===== src/rtl/seq_shift_unit_pkg.sv =====
// Shared types for the sequential shift/rotate unit: operation encoding and FSM states.
package seq_shift_unit_pkg;

   typedef enum logic [1:0] {
      OP_SLL  = 2'd0,
      OP_SRL  = 2'd1,
      OP_SRA  = 2'd2,
      OP_ROTR = 2'd3
   } op_t;

   typedef enum logic [1:0] {
      ST_IDLE = 2'd0,
      ST_RUN  = 2'd1,
      ST_DONE = 2'd2
   } state_t;

   localparam int unsigned DATA_W = 32;
   localparam int unsigned AMT_W  = 5;

endpackage


===== src/rtl/seq_shift_unit_shift_step.sv =====
// One combinational shift/rotate step of 1 or 2 bit positions, with the last bit pushed out.
module seq_shift_unit_shift_step
   import seq_shift_unit_pkg::*;
(
   input  logic [31:0] word,
   input  op_t         op,
   input  logic        two,
   output logic [31:0] next_word,
   output logic        bit_out
);

   logic fill;

   // The bit out is the one that crosses the word boundary last in a 2-bit step.
   always_comb begin
      next_word = word;
      bit_out   = 1'b0;
      fill      = (op == OP_SRA) ? word[31] : 1'b0;
      case (op)
         OP_SLL: begin
            if (two) begin
               next_word = {word[29:0], 2'b00};
               bit_out   = word[30];
            end else begin
               next_word = {word[30:0], 1'b0};
               bit_out   = word[31];
            end
         end
         OP_SRL, OP_SRA: begin
            if (two) begin
               next_word = {fill, fill, word[31:2]};
               bit_out   = word[1];
            end else begin
               next_word = {fill, word[31:1]};
               bit_out   = word[0];
            end
         end
         OP_ROTR: begin
            if (two) begin
               next_word = {word[1:0], word[31:2]};
               bit_out   = word[1];
            end else begin
               next_word = {word[0], word[31:1]};
               bit_out   = word[0];
            end
         end
         default: begin
            next_word = word;
            bit_out   = 1'b0;
         end
      endcase
   end

endmodule


===== src/rtl/seq_shift_unit.sv =====
// Multi-cycle shift/rotate unit: moves the operand up to two bit positions per cycle.
module seq_shift_unit
   import seq_shift_unit_pkg::*;
(
   input  logic        clk,
   input  logic        reset,
   input  logic        start,
   input  logic [31:0] a,
   input  logic [4:0]  amt,
   input  logic [1:0]  op,
   output logic        busy,
   output logic        done,
   output logic [31:0] y,
   output logic        c_out
);

   state_t      state;
   op_t         op_q;
   logic [4:0]  remaining;
   logic        step_two;
   logic [31:0] step_word;
   logic        step_bit;

   assign step_two = (remaining >= 5'd2);

   seq_shift_unit_shift_step u_step (
      .word      (y),
      .op        (op_q),
      .two       (step_two),
      .next_word (step_word),
      .bit_out   (step_bit)
   );

   // y doubles as the working register, so it holds the result once the count runs out.
   always_ff @(posedge clk) begin
      if (reset) begin
         state     <= ST_IDLE;
         op_q      <= OP_SLL;
         remaining <= 5'd0;
         busy      <= 1'b0;
         done      <= 1'b0;
         y         <= 32'd0;
         c_out     <= 1'b0;
      end else begin
         case (state)
            ST_IDLE: begin
               done <= 1'b0;
               if (start) begin
                  y         <= a;
                  remaining <= amt;
                  op_q      <= op_t'(op);
                  c_out     <= 1'b0;
                  busy      <= 1'b1;
                  if (amt == 5'd0) begin
                     state <= ST_DONE;
                     done  <= 1'b1;
                  end else begin
                     state <= ST_RUN;
                  end
               end
            end
            ST_RUN: begin
               y         <= step_word;
               c_out     <= step_bit;
               remaining <= remaining - (step_two ? 5'd2 : 5'd1);
               if (remaining <= 5'd2) begin
                  state <= ST_DONE;
                  done  <= 1'b1;
               end
            end
            ST_DONE: begin
               state <= ST_IDLE;
               busy  <= 1'b0;
               done  <= 1'b0;
            end
            default: begin
               state <= ST_IDLE;
               busy  <= 1'b0;
               done  <= 1'b0;
            end
         endcase
      end
   end

endmodule


===== config.mk =====
export PLATFORM = sky130hd
export DESIGN_NAME = seq_shift_unit
export DESIGN_NICKNAME = d
export VERILOG_FILES = /design/src/rtl/seq_shift_unit_pkg.sv /design/src/rtl/seq_shift_unit_shift_step.sv /design/src/rtl/seq_shift_unit.sv
export SDC_FILE = /design/constraint.sdc
export NUM_CORES = 1
export LEC_CHECK = 0
export CORE_UTILIZATION = 40
export CTS_CLUSTER_DIAMETER = 60
export DETAILED_ROUTE_END_ITERATION = 10
export GPL_TIMING_DRIVEN = 0
export PLACE_DENSITY = 0.66
export SLEW_MARGIN = 20
export SYNTH_ARGS = -nofsm -noshare
export SYNTH_HDL_FRONTEND = slang
export SYNTH_HIERARCHICAL = 1
export SYNTH_SLANG_ARGS = --single-unit

===== constraint.sdc =====
create_clock -name clk -period 4.91 [get_ports clk]
set_input_delay 0.491 -clock clk [delete_from_list [all_inputs] [get_ports clk]]
set_output_delay 0.491 -clock clk [all_outputs]
set_load 0.05 [all_outputs]

[Word level (Yosys, flattened, before mapping)]
Cells that the tools add are included.
Storage, ports and cells
  word-level logic and storage cells: 52
  register bits: 44
  output and inout bits: 35
Operators by class
  order comparisons: 2
  reduce and logical (&&, ||, !) cells: 10
  eq/ne operators: 6
  multiplexer cells: 25
  bitwise logic cells: 1
  add/subtract/negate cells: 1
Operator list (number)
  $mux 32: 3
  $pmux 32 s3: 1
  $pmux 32 s2: 1
  $mux 31: 1
  $pmux 5 s2: 1
  $mux 1: 8
  $mux 2: 4
  $pmux 1 s2: 4
  $reduce_and 2->1: 4
  $ge 5x2->1 const B: 1
  $le 5x2->1 const B: 1
  $logic_not 5->1: 1
  $mux 5: 1
  $sub 5x2->5: 1
  $eq 2x1->1 const B: 2
  $eq 2x2->1 const B: 2
  $logic_not 2->1: 2
  $ne 2x2->1 const B: 2
  $pmux 2 s2: 1
  $reduce_or 3->1: 1
  $reduce_bool 2->1: 1
  $reduce_or 2->1: 1
  $not 1->1: 1

[Logic depth before layout (Yosys ltp)]
Gate-level depths: netlist of the first run.
  depth after elaboration: 5
  gate-level depth with buffers: 9
  mapped depth without buffers: 7

[By module]
Netlist of the first run, hierarchy kept.
Modules (own cells, without submodules)
  seq_shift_unit: area an instance 2230.9 um^2, cells each 251, times used 1
  seq_shift_unit_shift_step: area an instance 1021.0 um^2, cells each 176, times used 1

[Worst setup path before layout of the first run]
OpenSTA, ideal clock, no wires.
  path kind: register to register
  from: register remaining[1]
  to: register remaining[4]
  slack: 2.839 ns
  path buffers: 0
  data required time: 4.782 ns
  clock period less this slack: 2.071 ns
  data arrival time: 1.943 ns
  cell stages (with the launch flop): 8
  library setup time: 0.128 ns
  cell sequence: dfxtp_1 > nor4_1 > inv_1 > fa_1 > nor3b_1 > xor2_1 > a221oi_1 > nor2_1
On the way
  cells in the longest elaborated chain, start to end: 4
RTL lines
  from (decl): line seq_shift_unit.sv:19  | logic [4:0] remaining;
  from (signal assigned): line seq_shift_unit.sv:50  | remaining <= amt;
  from (signal assigned): line seq_shift_unit.sv:65  | remaining <= remaining - (step_two ? 5'd2 : 5'd1);
  $ge 5x2->1: line seq_shift_unit.sv:24  | assign step_two = (remaining >= 5'd2);
  via step_two: line seq_shift_unit.sv:20  | logic step_two;
  $mux 2: line seq_shift_unit.sv:65
  $sub 5x2->5: line seq_shift_unit.sv:65
  $pmux 5 s2: line seq_shift_unit.sv:45  | case (state)
The timed path passes the listed nets, and every way through them passes these cells.
A chain may end at the register's enable or synchronous reset.

[Final worst setup path of the first run]
  from: register remaining[2]
  to: register remaining[4]
Same word-level chain as after synthesis.

==> run_results.csv, run 1 <==
group,metric,value,unit
synth,syn_area_per_cell,7.62,um^2
final_layout,nNetsFinal,558,
sta,timing.slew.headroom,49.8,%
global_route,grt_pass1_vias,3232,
setup_path,worstPathArrival,2.55,ns
cts,ctsHoldBuffers,0,
floorplanning,boundaryPins,77,
cts,cts_repair_resize_count,0,
cts,ctsRootBufferMaster,"clkbuf_8",
floorplanning,chipHeight,92.2,um
cts,cts.sinks,44,
sta,fin_crit,2.36,ns
global_route,grt_first_pass_wirelength,15.3,mm
global_route,grt_max_degree,14,
final_layout,final_cell_mix,"clkdlybuf4s50_1 (75), nand2_1 (72), nor2_1 (67)",
floorplanning,start_util,41.7,%
detailed_routing,drc,0,
power,p_per_area,349,nW/um^2
cts,cts.path.max_buffers,2,
detailed_routing,wl_per_cell,14.7,um
sta,fin_ws,2.55,ns
final_layout,seqCellArea,881,um^2
cts,cts_tree,"done",
final_layout,num_antenna_cells,0,
final_layout,final_common_cell,"clkdlybuf4s50_1",
synth,synthArstFlopShare,0,%
synth,ys_seq_area_share,27.1,%
synth,yosysTopAreaCell,"dfxtp_1",
detailed_routing,vias_per_cell,5.31,
synth,ys_types,47,
cts,cts.reportedPaths.clkPinSlew,0.09,ns
final_layout,drive_gt1_share,14.1,%
setup_path,crit_path_end_kind,"register",
place,gp_congestion,0.885,
synth,syn-num-nets,476,
cts,clk_latency,0.31,ns
run,cap_viol_max_count,0,
setup_path,start_kind,"register",
detailed_routing,final_antenna_net_count,0,
floorplanning,row_count,32,
place,port-buffer-count,75,
min_path,hp-class,"input pin to register",
floorplanning,die_area,8490,um^2
synth,synth_area_leaders,"dfxtp_1 (27%), a311oi_2 (14%), nand2_1 (8.3%), nor2_1 (7.7%), o21ai_0 (6.3%)",
final_layout,n_fill_cell,782,
cts,h-tree-depth,2,
detailed_routing,firstDrtPassIters,4,
sta,finalSetupViolations,0,
floorplanning,core_area,7810,um^2
synth,synth_top_flop_cell,"dfxtp_1",
global_route,grt_overflow,0,
synth,synth_enable_flop_cells,0,
global_route,grt_use_total,22.4,%
sta,holdWs,0.493,ns
synth,syn_area,3250,um^2
sta,fin_tns_setup,0,ns
sta,clock_skew,0.00681,ns
synth,synth_cells,427,
detailed_routing,vias,3251,
outcome,status,"finished, final reports clean",
cts,numCtsBuffers,5,
sta,fmax,424,MHz
final_layout,syn_to_final_growth,29.9,%
detailed_routing,drt-total-wl,8.97,mm
synth,synth_top_area_share,27.1,%
power,vdd_drop_max,0.000159,V
sta,slew_viol_final,0,
power,p_leak,1.56,nW
detailed_routing,drt_iter0_markers,143,
place,post-place-ws,2.57,ns
synth,synth-seq-cells,44,
setup_path,crit_fanout,6,
sta,post-route-period-util,48.1,%
floorplanning,die_w,92.2,um
sta,final_hold_viol_count,0,
synth,synth_warnings,6,
sta,worst_slew_pin_slew,0.754,ns
global_route,antenna_found_initial,0,
final_layout,multiInputGateArea,2130,um^2
setup_path,crit_type,"register to register",
sta,rsz0062_at_grt,"false",
cts,postCtsSetupRepairBufs,0,
power,power.total,1.47,mW
place,hpwlAfterDp,6.77,mm
setup_path,required,5.10,ns
-- metrics by stage --
stage | cells | utilization, % | instance area (um^2)
after detailed placement | 604 | 52.9 | 4130
final | 612 | 54.1 | 4220
after floorplan | 427 | - | 3250
after global placement | 604 | 52.9 | 4130
after global routing | 612 | 54.1 | 4220
after CTS | 612 | 54.1 | 4220
-- cell type report --
cell class / count / area share [%]
Multi-Input combinational cell: 341 / 50.4
Sequential cell: 44 / 20.9
Timing Repair Buffer: 75 / 17.8
Buffer: 34 / 5.01
Tap cell: 102 / 3.02
Clock buffer: 6 / 1.96
Inverter: 8 / 0.711
Clock inverter: 2 / 0.237
-- state kept, by name, summed over array words and instances, names as in the netlist --
name,count
busy,1
c_out,1
done,1
op_q,2
remaining,5
state,2
y,32
-- critical path, cell delays in order (launching register included) --
cell      delay (ns)
dfxtp_1         0.37
nor4_1          0.49
inv_1           0.25
fa_1            0.49
nor3b_1         0.17
xor2_1          0.14
a221oi_1        0.27
nor2_1          0.06
-- report_power, final --
part / switching [mW] / internal, mW
registers: 0.0536 / 0.404
clock network: 0.132 / 0.113
logic: 0.460 / 0.310
total: 0.646 / 0.827
-- kinds of logic (layout without fill, tap and decap cells) --
kind of cell | count (synthesis) | in the layout | synth area share (%)
AOI/OAI and AO/OA | 119 | 119 | 29.6
xor gates and xnor gates | 2 | 2 | 0.539
adders and majority gates | 7 | 7 | 2.92
buffers and inverters | 42 | 125 | 7.43
DFF | 44 | 44 | 27.1
muxes | 9 | 9 | 3.23
and+or+nand+nor | 204 | 204 | 29.2
-- synthesized netlist by cell type, drive strengths merged, types with 2 or more instances --
master	count
dfxtp	44
mux2	2
mux2i	6
o21ai	57
a211oi	3
o21bai	2
a21oi	11
and2	26
buf	26
nor3	2
inv	8
nand2	72
clkbuf	8
ha	6
a22oi	4
a311oi	32
nand2b	3
nor2	68
nor3b	2
nor2b	26
-- final timing paths --
kind	slack, ns	endpoint	from	depth (start not counted)
max reg2reg	2.55	remaining[4]	remaining[2]	7
min	0.49	y[24]	reset	2
max	2.55	remaining[4]	remaining[2]	7
min reg2reg	0.53	busy	busy	2
-- per-layer routing --
layer	track usage [%]	part of all wire [%]	vias to the layer above
met4	7.42	1.4	0
li1	-	-	1647
met5	0	0	-
met1	29.7	47	1498
met2	37.3	47	95
met3	3.07	4.6	11
Power figures use the tool's default switching activity.
==> inputs of run 2 (changes only) <==
==> constraint.sdc (replaced) <==
create_clock -name clk -period 2.2 [get_ports clk]
set_input_delay 0.22 -clock clk [delete_from_list [all_inputs] [get_ports clk]]
set_output_delay 0.22 -clock clk [all_outputs]
set_load 0.05 [all_outputs]
==> run_results.csv, run 2 (synthesized netlist as in run 1, its figures left out) <==
group,metric,value,unit
floorplanning,die_w,92.2,um
global_route,grt_first_pass_wirelength,15.3,mm
detailed_routing,firstDrtPassIters,4,
setup_path,start_kind,"register",
setup_path,crit_fanout,5,
global_route,grt_use_total,22.4,%
power,power.total,3.30,mW
cts,h-tree-depth,2,
cts,cts_tree,"done",
sta,post-route-period-util,94.1,%
setup_path,worstPathArrival,2.25,ns
sta,slew_viol_final,0,
place,hpwlAfterDp,6.77,mm
setup_path,max_stage_delay,0.45,ns
final_layout,drive_gt1_share,14.9,%
detailed_routing,drc,0,
cts,ctsRootBufferMaster,"clkbuf_8",
global_route,grt_pass1_vias,3229,
sta,finalSetupViolations,0,
detailed_routing,vias,3255,
sta,fin_tns_setup,0,ns
setup_path,cp_slowest_cell,"fa_1",
setup_path,crit_type,"register to register",
global_route,grt_overflow,0,
global_route,grt-busiest-layer,"met2",
min_path,min_to,"y[26]",
global_route,grtUsageMet1,29.7,%
sta,fmax,483,MHz
global_route,antenna_found_initial,0,
sta,final_hold_viol_count,0,
global_route,met3_usage,4.06,%
final_layout,final_common_cell,"clkdlybuf4s50_1",
cts,cts.sinks,44,
floorplanning,die_area,8490,um^2
cts,postCtsSetupRepairBufs,0,
setup_path,reg2reg_depth,7,
setup_path,reg2reg_to,"remaining[4]",
cts,cts.reportedPaths.clkPinSlew,0.09,ns
final_layout,syn_to_final_growth,30.4,%
detailed_routing,wl_per_cell,14.7,um
min_path,hold_path_depth,2,
detailed_routing,drt-total-wl,8.99,mm
setup_path,r2r_start,"remaining[4]",
final_layout,finalNonFillerCells,612,
detailed_routing,final_antenna_net_count,0,
final_layout,final_cell_mix,"clkdlybuf4s50_1 (75), nand2_1 (72), nor2_1 (67)",
setup_path,path_cells,"nor4_4 -> inv_2 -> fa_1 -> nor3b_1 -> xor2_1 -> a221oi_1 -> nor2_1",
global_route,use_met2,37.3,%
detailed_routing,drt_iter0_markers,178,
global_route,grt_max_degree,14,
setup_path,path_buf_inv,1,
sta,fin_ws,0.129,ns
setup_path,rrSetupSlack,0.13,ns
setup_path,crit_path_end_kind,"register",
final_layout,max_flop_register,"y",
setup_path,required,2.38,ns
floorplanning,chipHeight,92.2,um
final_layout,largest_reg_flops,32,
floorplanning,row_count,32,
final_layout,num_antenna_cells,0,
floorplanning,core_area,7810,um^2
min_path,min-delay-start,"reset",
outcome,status,"finished, final reports clean",
floorplanning,boundaryPins,77,
place,gp_congestion,0.885,
cts,numCtsBuffers,5,
final_layout,largestRegisters,"y (32), remaining (5)",
run,cap_viol_max_count,0,
sta,timing.slew.headroom,49.7,%
detailed_routing,vias_per_cell,5.32,
cts,clk_latency,0.30,ns
power,p_per_area,779,nW/um^2
power,p_leak,1.57,nW
floorplanning,start_util,41.7,%
sta,fin_crit,2.07,ns
power,vdd_drop_max,0.000354,V
place,placed_cells,604,
place,post-place-ws,-0.142,ns
cts,cts.path.max_buffers,2,
min_path,hp-class,"input pin to register",
sta,rsz0062_at_grt,"false",
sta,clock_skew,0.00382,ns
sta,worst_slew_pin_slew,0.754,ns
place,port-buffer-count,75,
setup_path,cp_top_family,"simple AND/OR/NAND/NOR gates",
final_layout,nNetsFinal,558,
## run 2: cell counts in the layout (fill, tap and decap cells not counted)
Identical to the previous run, type by type.
## run 2: what timing repair did
| item | in CTS | in global routing |
|---|---|---|
| hold buffers | 0 | 0 |
| resized for setup | 2 | 3 |
| pin swaps | 0 | 1 |
| endpoints found under the setup margin | 10 | 3 |
## run 2: power breakdown
group	internal (mW)	total (mW)	leakage, nW	switching [mW]
combinational	0.699	1.73	1.15	1.03
clock	0.251	0.548	0.0510	0.297
sequential	0.904	1.03	0.366	0.125
total	1.85	3.30	1.57	1.45
## run 2: layer usage
metal	routed length, um	vias up	part of all wire (%)
met5	0	-	0
met4	95	0	1.1
met3	470	8	5.2
met2	4160	98	46
met1	4260	1504	47
li1	-	1645	-
## run 2: layout make-up
type	instances	area (um^2)
clock buffers	6	82.6
clock inverters	2	10.0
flip-flops and latches	44	883
fillers	778	3570
repair buffers	75	751
plain buffers	34	211
inverters	8	30.0
multi-input cells	341	2140
well taps	102	128
## run 2: how the worst max path moves through the flow
stage                  from      endpoint  slack [ns]  cells past startpoint
2_1_floorplan  remaining[1]  remaining[4]        0.13                      7
3_3_place_gp   remaining[2]  remaining[4]        -0.1                      7
3_5_place_dp   remaining[1]  remaining[4]       -0.14                      7
4_1_cts        remaining[1]  remaining[4]        0.05                      7
5_1_grt        remaining[4]  remaining[4]        0.03                      7
6_report       remaining[4]  remaining[4]        0.13                      7
## run 2: metrics by stage
stage | hold WS (ns) | utilization, % | area [um^2]
2_1_floorplan | 0.367 | - | 3250
3_3_place_gp | 0.501 | 52.9 | 4130
3_5_place_dp | 0.510 | 52.9 | 4130
4_1_cts | 0.213 | 54.3 | 4240
5_1_grt | 0.218 | 54.3 | 4240
6_report | 0.224 | 54.3 | 4240
==> inputs of run 3 (changes only) <==
--- a/config.mk
+++ b/config.mk
@@ -9,6 +9,7 @@
 export CTS_CLUSTER_DIAMETER = 60
 export DETAILED_ROUTE_END_ITERATION = 10
 export GPL_TIMING_DRIVEN = 0
+export MAX_ROUTING_LAYER = met4
 export PLACE_DENSITY = 0.66
 export SLEW_MARGIN = 20
 export SYNTH_ARGS = -nofsm -noshare
==> run_results.csv, run 3 (synthesized netlist as in run 1, its figures left out) <==
group,metric,value,unit
sta,worst_slew_pin_slew,0.757,ns
setup_path,worstPathArrival,2.24,ns
cts,cts.sinks,44,
detailed_routing,drc,0,
cts,cts.path.max_buffers,2,
setup_path,crit_type,"register to register",
cts,ctsRootBufferMaster,"clkbuf_8",
global_route,met3_usage,3.07,%
cts,cts_tree,"done",
power,p_per_area,778,nW/um^2
outcome,status,"finished, final reports clean",
global_route,grt-busiest-layer,"met2",
floorplanning,start_util,41.7,%
setup_path,start_kind,"register",
cts,postCtsSetupRepairBufs,0,
floorplanning,die_w,92.2,um
sta,fmax,487,MHz
sta,holdWs,0.223,ns
sta,post-route-period-util,93.4,%
floorplanning,die_area,8490,um^2
setup_path,crit_path_end_kind,"register",
setup_path,reg2reg_depth,7,
global_route,grtUsageMet1,29.5,%
power,vdd_drop_max,0.000354,V
detailed_routing,vias_per_cell,5.36,
cts,clk_latency,0.31,ns
floorplanning,chipHeight,92.2,um
detailed_routing,vias,3283,
sta,clock_skew,0.00640,ns
sta,rsz0062_at_grt,"false",
sta,slew_viol_final,0,
min_path,hp-class,"input pin to register",
detailed_routing,drt_iter0_markers,179,
global_route,use_met2,37.3,%
sta,fin_crit,2.05,ns
global_route,grt_pass1_vias,3235,
detailed_routing,drt-total-wl,8.98,mm
floorplanning,boundaryPins,77,
final_layout,nNetsFinal,558,
sta,final_hold_viol_count,0,
min_path,hold_path_depth,2,
final_layout,final_common_cell,"clkdlybuf4s50_1",
cts,numCtsBuffers,5,
cts,h-tree-depth,2,
place,port-buffer-count,75,
global_route,antenna_found_initial,0,
final_layout,syn_to_final_growth,30.4,%
detailed_routing,wl_per_cell,14.7,um
global_route,grt_first_pass_wirelength,15.3,mm
detailed_routing,final_antenna_net_count,0,
floorplanning,core_area,7810,um^2
final_layout,num_antenna_cells,0,
final_layout,largest_reg_flops,32,
final_layout,final_cell_mix,"clkdlybuf4s50_1 (75), nand2_1 (72), nor2_1 (67)",
global_route,grt_use_total,23.0,%
cts,cts.reportedPaths.clkPinSlew,0.09,ns
sta,fin_tns_setup,0,ns
final_layout,seqCellArea,883,um^2
setup_path,crit_fanout,5,
place,hpwlAfterDp,6.77,mm
final_layout,max_flop_register,"y",
floorplanning,row_count,32,
final_layout,multiInputGateArea,2140,um^2
power,p_leak,1.57,nW
final_layout,largestRegisters,"y (32), remaining (5)",
final_layout,drive_gt1_share,14.9,%
cts,ctsHoldBuffers,0,
global_route,grt_max_degree,14,
setup_path,required,2.39,ns
sta,finalSetupViolations,0,
detailed_routing,firstDrtPassIters,5,
global_route,grt_overflow,0,
final_layout,n_fill_cell,778,
run,cap_viol_max_count,0,
place,gp_congestion,0.900,
sta,timing.slew.headroom,49.5,%
==> run 3: worst paths after layout <==
kind	start	to	slack, ns
worst min register to register	busy	busy	0.52
worst max register to register	remaining[4]	remaining[4]	0.15
worst min-delay path	reset	y[24]	0.22
worst max-delay path	remaining[4]	remaining[4]	0.15
==> run 3: cell type report <==
type	count	area share, %
multi-input cells	341	50.6
flip-flops and latches	44	20.8
clock buffers	6	1.95
inverters	8	0.708
plain buffers	34	4.99
repair buffers	75	17.7
well taps	102	3.01
clock inverters	2	0.236
==> run 3: metal layers <==
metal	part of all wire (%)	routed length [um]
met5	0	0
met4	1.6	140
met3	5.5	491
met2	46	4130
met1	47	4220
==> run 3: power by group <==
group	switching (mW)	internal, mW	leakage, nW	total, mW
combinational	1.03	0.699	1.15	1.73
clock	0.294	0.251	0.0510	0.545
sequential	0.126	0.904	0.366	1.03
==> run 3: worst max-delay path, cell delays in order (launching register included) <==
cell and delay [ns]:
dfxtp_2 0.36, nor4_4 0.35, inv_2 0.12, fa_1 0.45, nor3b_1 0.17, xor2_1 0.15, a221oi_1 0.27, nor2_1 0.06
==> run 3: per-stage QoR <==
| stage | area (um^2) | setup WS (ns) | util (%) | std cells | power (mW) |
|---|---|---|---|---|---|
| floorplan | 3250 | 0.129 | - | 427 | 2.26 |
| global placement | 4130 | -0.0974 | 52.9 | 604 | 2.72 |
| detailed placement | 4130 | -0.142 | 52.9 | 604 | 2.75 |
| CTS | 4240 | 0.0516 | 54.3 | 612 | 3.31 |
| global route | 4240 | 0.0281 | 54.3 | 612 | 3.52 |
| finish | 4240 | 0.146 | 54.3 | 612 | 3.30 |
==> run 3: repair_timing <==
action,CTS,global route
gates resized for setup,2,3
setup endpoints to repair,10,3
pin swaps,0,1
cloned,0,0
==> edit 1 (settings of run 3) <==
The 3 states of `state_t` get a one-hot encoding in 3 bits.
--- a/src/rtl/seq_shift_unit_pkg.sv
+++ b/src/rtl/seq_shift_unit_pkg.sv
@@ -8,10 +8,10 @@
       OP_ROTR = 2'd3
    } op_t;
 
-   typedef enum logic [1:0] {
-      ST_IDLE = 2'd0,
-      ST_RUN  = 2'd1,
-      ST_DONE = 2'd2
+   typedef enum logic [2:0] {
+      ST_IDLE = 3'b001,
+      ST_RUN  = 3'b010,
+      ST_DONE = 3'b100
    } state_t;
 
    localparam int unsigned DATA_W = 32;
Function: no difference found for any inputs over 10 cycles, from zero or initial values and one cycle with reset high; not proved beyond that.
==> edit 1 against run 3 <==
Sequential power shrank 4%. Power shrank 16%. Clock skew grew 0.013 ns. Sequential cell count grew 1. Synthesized area shrank 0.96%. Setup slack gained 0.091 ns. Final area shrank 0.83%. Via count grew 2.2%. Count of clock-buffer cells in the layout shrank 1. Sequential share of layout area grew 0.59 points. Routed wire length grew 1.3%. Critical path type unchanged. Largest power group unchanged.
==> edit 1: results (changes against run 3) <==
outcome: "completed"
grt_pass1_vias: 3321  # +2.7%
globalplace.congestion: 0.887  # -1.4%
num-nets-final: 564  # +1.1%
wl_met3_um: 445  # -9.4%
h-tree-depth: 2  # unchanged
p_seq_uw: 991  # -4%
netlist_top_cells_area: "dfxtp_1, a211oi_2, nor2_1"
wl_met2_um: 4200  # +1.6%
synth_xor_area_share_pct: 0.272  # -0.27 points
crit_fanout: 10  # +5
dp_hpwl_um: 6900  # +2.0%
max_slew.worst_pin.slew_ns: 0.711  # -0.0456 ns
synth.avg_cell_area_um2: 7.44  # -2.3%
post-route-period-util_pct: 89.2  # -4.1 points
reg.largest.list: "y x32, remaining x5, state x3"
use_met1_pct: 28.8  # -0.64 points
setup_tns_ns: 0  # unchanged
crit_start: "op_q[0]$_SDFFE_PP0P_"
grt_pass1_wl_um: 15400  # +0.90%
yosys.cell_types.count: 43  # -8.5%
crit_arrival_ns: 2.12  # -0.12 ns
gr-usage-met3_pct: 3.57  # +0.50 points
r2r_setup_slack_ns: 0.24  # +0.09 ns
numPlacedInstances: 610  # +0.99%
fin_skew_ns: 0.0197  # +0.0133 ns
synth_nets: 482  # +1.3%
met1_length_um: 4230  # +0.14%
ys_top_cells_by_count: "nor2_1, dfxtp_1, o21ai_0"
fillers: 775  # -0.39%
ir_drop_v: 0.000321  # -9.4%
drtPass1Iterations: 4  # -1
synth_compound_area_share_pct: 31.5  # +1.9 points
synth-adder-area-share_pct: 2.95  # +0.028 points
synth_warnings: 6  # unchanged
r2r_end: "y[17]$_SDFFE_PP0P_"
rr_worst_depth: 7  # unchanged
synth-seq-area-share_pct: 28.0  # +0.88 points
power_frac_clock_pct: 19.3  # +2.8 points
grt_usage_pct: 23.2  # +0.26 points
viasPerCell: 5.43  # +1.2%
worstReg2RegStart: "op_q[0]$_SDFFE_PP0P_"
preCtsSetupSlack_ns: 0.000429  # +0.143 ns
grt_max_degree: 16  # +2
grt_util_met2_pct: 37.9  # +0.59 points
dr.first_iter.drc_count: 206  # +15%
yosys-mux-area-fraction_pct: 3.26  # +0.031 points
wire_per_inst_um: 14.7  # +0.34%
leakage_nw: 1.46  # -7.0%
wirelength_um: 9100  # +1.3%
drive_above_1_share_pct: 12.0  # -2.9 points
p_sw_mw: 1.13  # -22%
## edit 1: changes by cell type in the layout (fill, tap and decap cells not counted), sizes merged, moves of 2 or more
cell / change
nand2: -32
a21oi: +29
clkinv: -2
nor2b: +2
clkbuf: +7
buf: -6
o21ai: +2
a211oi: +33
clkinvlp: +3
a311oi: -31
## edit 1: worst min-delay path by stage
stage | start | endpoint | slack (ns) | cells past startpoint
final | reset | y[23]$_SDFFE_PP0P_ | 0.37 | 2
after floorplan | op[0] | op_q[0]$_SDFFE_PP0P_ | 0.37 | 2
after global placement | remaining[0]$_SDFFE_PP0P_ | remaining[0]$_SDFFE_PP0P_ | 0.48 | 2
after detailed placement | c_out$_SDFFE_PP0P_ | c_out$_SDFFE_PP0P_ | 0.49 | 2
after CTS | reset | y[23]$_SDFFE_PP0P_ | 0.37 | 2
after global routing | reset | y[23]$_SDFFE_PP0P_ | 0.38 | 2
## edit 1: what timing repair did
| item | 4_1_cts | 5_1_grt |
|---|---|---|
| gates resized for setup | 1 | 2 |
| cloned | 0 | 0 |
| buffers inserted | 0 | 0 |
| setup endpoints to repair | 2 | 5 |
## edit 1: stage by stage
stage | power [mW] | area, um^2
after floorplan | 1.85 | 3220
after global placement | 2.20 | 4100
after detailed placement | 2.22 | 4100
after CTS | 2.76 | 4200
after global routing | 2.93 | 4210
final | 2.76 | 4210
## edit 1: area by class of cell
type	instances	share of cell area [%]
buffer	36	5.00
clock buffer	5	1.64
clock inverter	3	0.536
inverter	7	0.625
multi-input combinational	345	49.9
sequential	45	21.4
tap	102	3.03
timing repair buffer	75	17.9
## edit 1: critical path, cell delays in order, from the launching register on
cell      delay, ns
dfxtp_1        0.38
inv_1          0.09
ha_1           0.32
o21bai_1       0.27
clkbuf_1       0.39
o21ai_0        0.18
nand2_1        0.10
a211oi_2       0.06
==> edit 2 (flow settings as in run 3) <==
Without the edit above. Register the output `y` once more, cleared by the reset; this adds one clock of latency there. The other outputs are not delayed to match.
--- a/src/rtl/seq_shift_unit.sv
+++ b/src/rtl/seq_shift_unit.sv
@@ -14,6 +14,8 @@
    output logic        c_out
 );
 
+   logic [31:0] y_s0;
+
    state_t      state;
    op_t         op_q;
    logic [4:0]  remaining;
@@ -24,7 +26,7 @@
    assign step_two = (remaining >= 5'd2);
 
    seq_shift_unit_shift_step u_step (
-      .word      (y),
+      .word      (y_s0),
       .op        (op_q),
       .two       (step_two),
       .next_word (step_word),
@@ -39,14 +41,14 @@
          remaining <= 5'd0;
          busy      <= 1'b0;
          done      <= 1'b0;
-         y         <= 32'd0;
+         y_s0      <= 32'd0;
          c_out     <= 1'b0;
       end else begin
          case (state)
             ST_IDLE: begin
                done <= 1'b0;
                if (start) begin
-                  y         <= a;
+                  y_s0      <= a;
                   remaining <= amt;
                   op_q      <= op_t'(op);
                   c_out     <= 1'b0;
@@ -60,7 +62,7 @@
                end
             end
             ST_RUN: begin
-               y         <= step_word;
+               y_s0      <= step_word;
                c_out     <= step_bit;
                remaining <= remaining - (step_two ? 5'd2 : 5'd1);
                if (remaining <= 5'd2) begin
@@ -82,5 +84,13 @@
       end
    end
 
+   always_ff @(posedge clk) begin
+      if (reset) begin
+         y <= '0;
+      end else begin
+         y <= y_s0;
+      end
+   end
+
 endmodule
 
Check against the original RTL: not equivalent (Yosys sat finds a counterexample within 4 cycles, from zero or initial values and one cycle with reset high).
==> edit 2 against run 3 <==
Power increased by 33%. Setup slack improved by 0.016 ns. Synthesized area increased by 29%. Final area increased by 26%. First-iteration DRC count decreased by 13%. Routed wire length increased by 17%. Sequential cell count increased by 32. Critical path type unchanged.
==> edit 2: results (changes against run 3) <==
outcome: "completed"
grt_pass1_wl_um: 17800  # +16%
leakage_nw: 2.03  # +30%
stdcell_count: 722  # +18%
combPwrFrac_pct: 37.6  # -15 points
wl_met2_um: 4910  # +19%
num-clock-buffers: 16  # +10
met1_length_um: 4870  # +15%
critPathSlowestCell: "dfxtp_1"
grt_pass1_vias: 3633  # +12%
crit_fanout: 10  # +5
synth.avg_cell_area_um2: 8.52  # +12%
switching_share_pct: 35.8  # -8.1 points
rr_worst_depth: 9  # +2
clk_latency_ns: 0.36  # +0.05 ns
cts_inserted_buffers: 9  # +4
grt_util_met2_pct: 33.3  # -4.1 points
max_slew.worst_pin.slew_ns: 0.798  # +0.0414 ns
gr-usage-met3_pct: 2.93  # -0.14 points
hold_path_depth: 2  # unchanged
num-nets-final: 630  # +13%
numPlacedInstances: 705  # +17%
grt_max_degree: 12  # -2
synth_nets: 543  # +14%
fillers: 961  # +24%
layout.nonclk_buf_share_pct: 18.8  # -3.9 points
multi_input_area_share_pct: 44.1  # -6.4 points
clk_share_pct: 3.74  # +1.6 points
ir_drop_v: 0.000293  # -17%
drive_above_1_share_pct: 12.8  # -2.1 points
fin_skew_ns: 0.00995  # +0.00355 ns
multi_input_comb_cells: 356  # +4.4%
wire_per_inst_um: 14.6  # -0.83%
reg.largest.list: "y x32, y_s0 x32, remaining x5"
crit_arrival_ns: 2.31  # +0.07 ns
cp_top_family: "compound AO/OA/AOI/OAI gates"
cap_violations: 0  # unchanged
nFlopsAndLatches: 76  # +73%
buffers: 114  # +4.6%
ys_top_cells_by_count: "nor2_1, dfxtp_1, nor2b_1"
dp_hpwl_um: 7900  # +17%
dr.first_iter.drc_count: 156  # -13%
h-tree-depth: 3  # +1
nNonClkInverters: 24  # +16
r2r_setup_slack_ns: 0.16  # +0.02 ns
grt_usage_pct: 21.0  # -1.9 points
holdWs_ns: 0.201  # -0.0214 ns
yosys.cell_types.count: 43  # -8.5%
synth-seq-area-share_pct: 36.2  # +9.1 points
critPathMaxStageDelay_ns: 0.39  # -0.06 ns
num_vias: 3762  # +15%
power.share.sequential_pct: 37.9  # +6.7 points
netlist_top_cells_area: "dfxtp_1, nor2b_1, nor2_1"
seq_share_pct: 28.5  # +7.6 points
globalplace.congestion: 0.864  # -4.1%
use_met1_pct: 26.5  # -2.9 points
-- edit 2: logic make-up after synthesis --
group,synth area share [%]
adder cells (fa/ha/maj),2.26
AND/OR/NAND/NOR,23.5
buffers and inverters,8.00
flip-flops,36.2
multiplexers,7.26
AO/OA/AOI/OAI,22.8
-- edit 2: final timing paths --
| kind | startpoint | end |
|---|---|---|
| min reg2reg | y_s0[26]$_SDFFE_PP0P_ | y[26]$_SDFF_PP0_ |
| max | op_q[0]$_SDFFE_PP0P_ | y_s0[1]$_SDFFE_PP0P_ |
| min | reset | y[26]$_SDFF_PP0_ |
| max reg2reg | op_q[0]$_SDFFE_PP0P_ | y_s0[1]$_SDFFE_PP0P_ |
-- edit 2: metrics by stage --
stage	TNS (ns)	worst slack, ns	instance area, um^2	utilization, %
final	0	0.163	5360	52.1
after global routing	0	0.00535	5360	52.1
after floorplan	0	0.165	4210	-
after detailed placement	-1.64	-0.122	5130	49.9
after global placement	-0.193	-0.0597	5130	49.9
after CTS	0	0.0510	5340	51.9
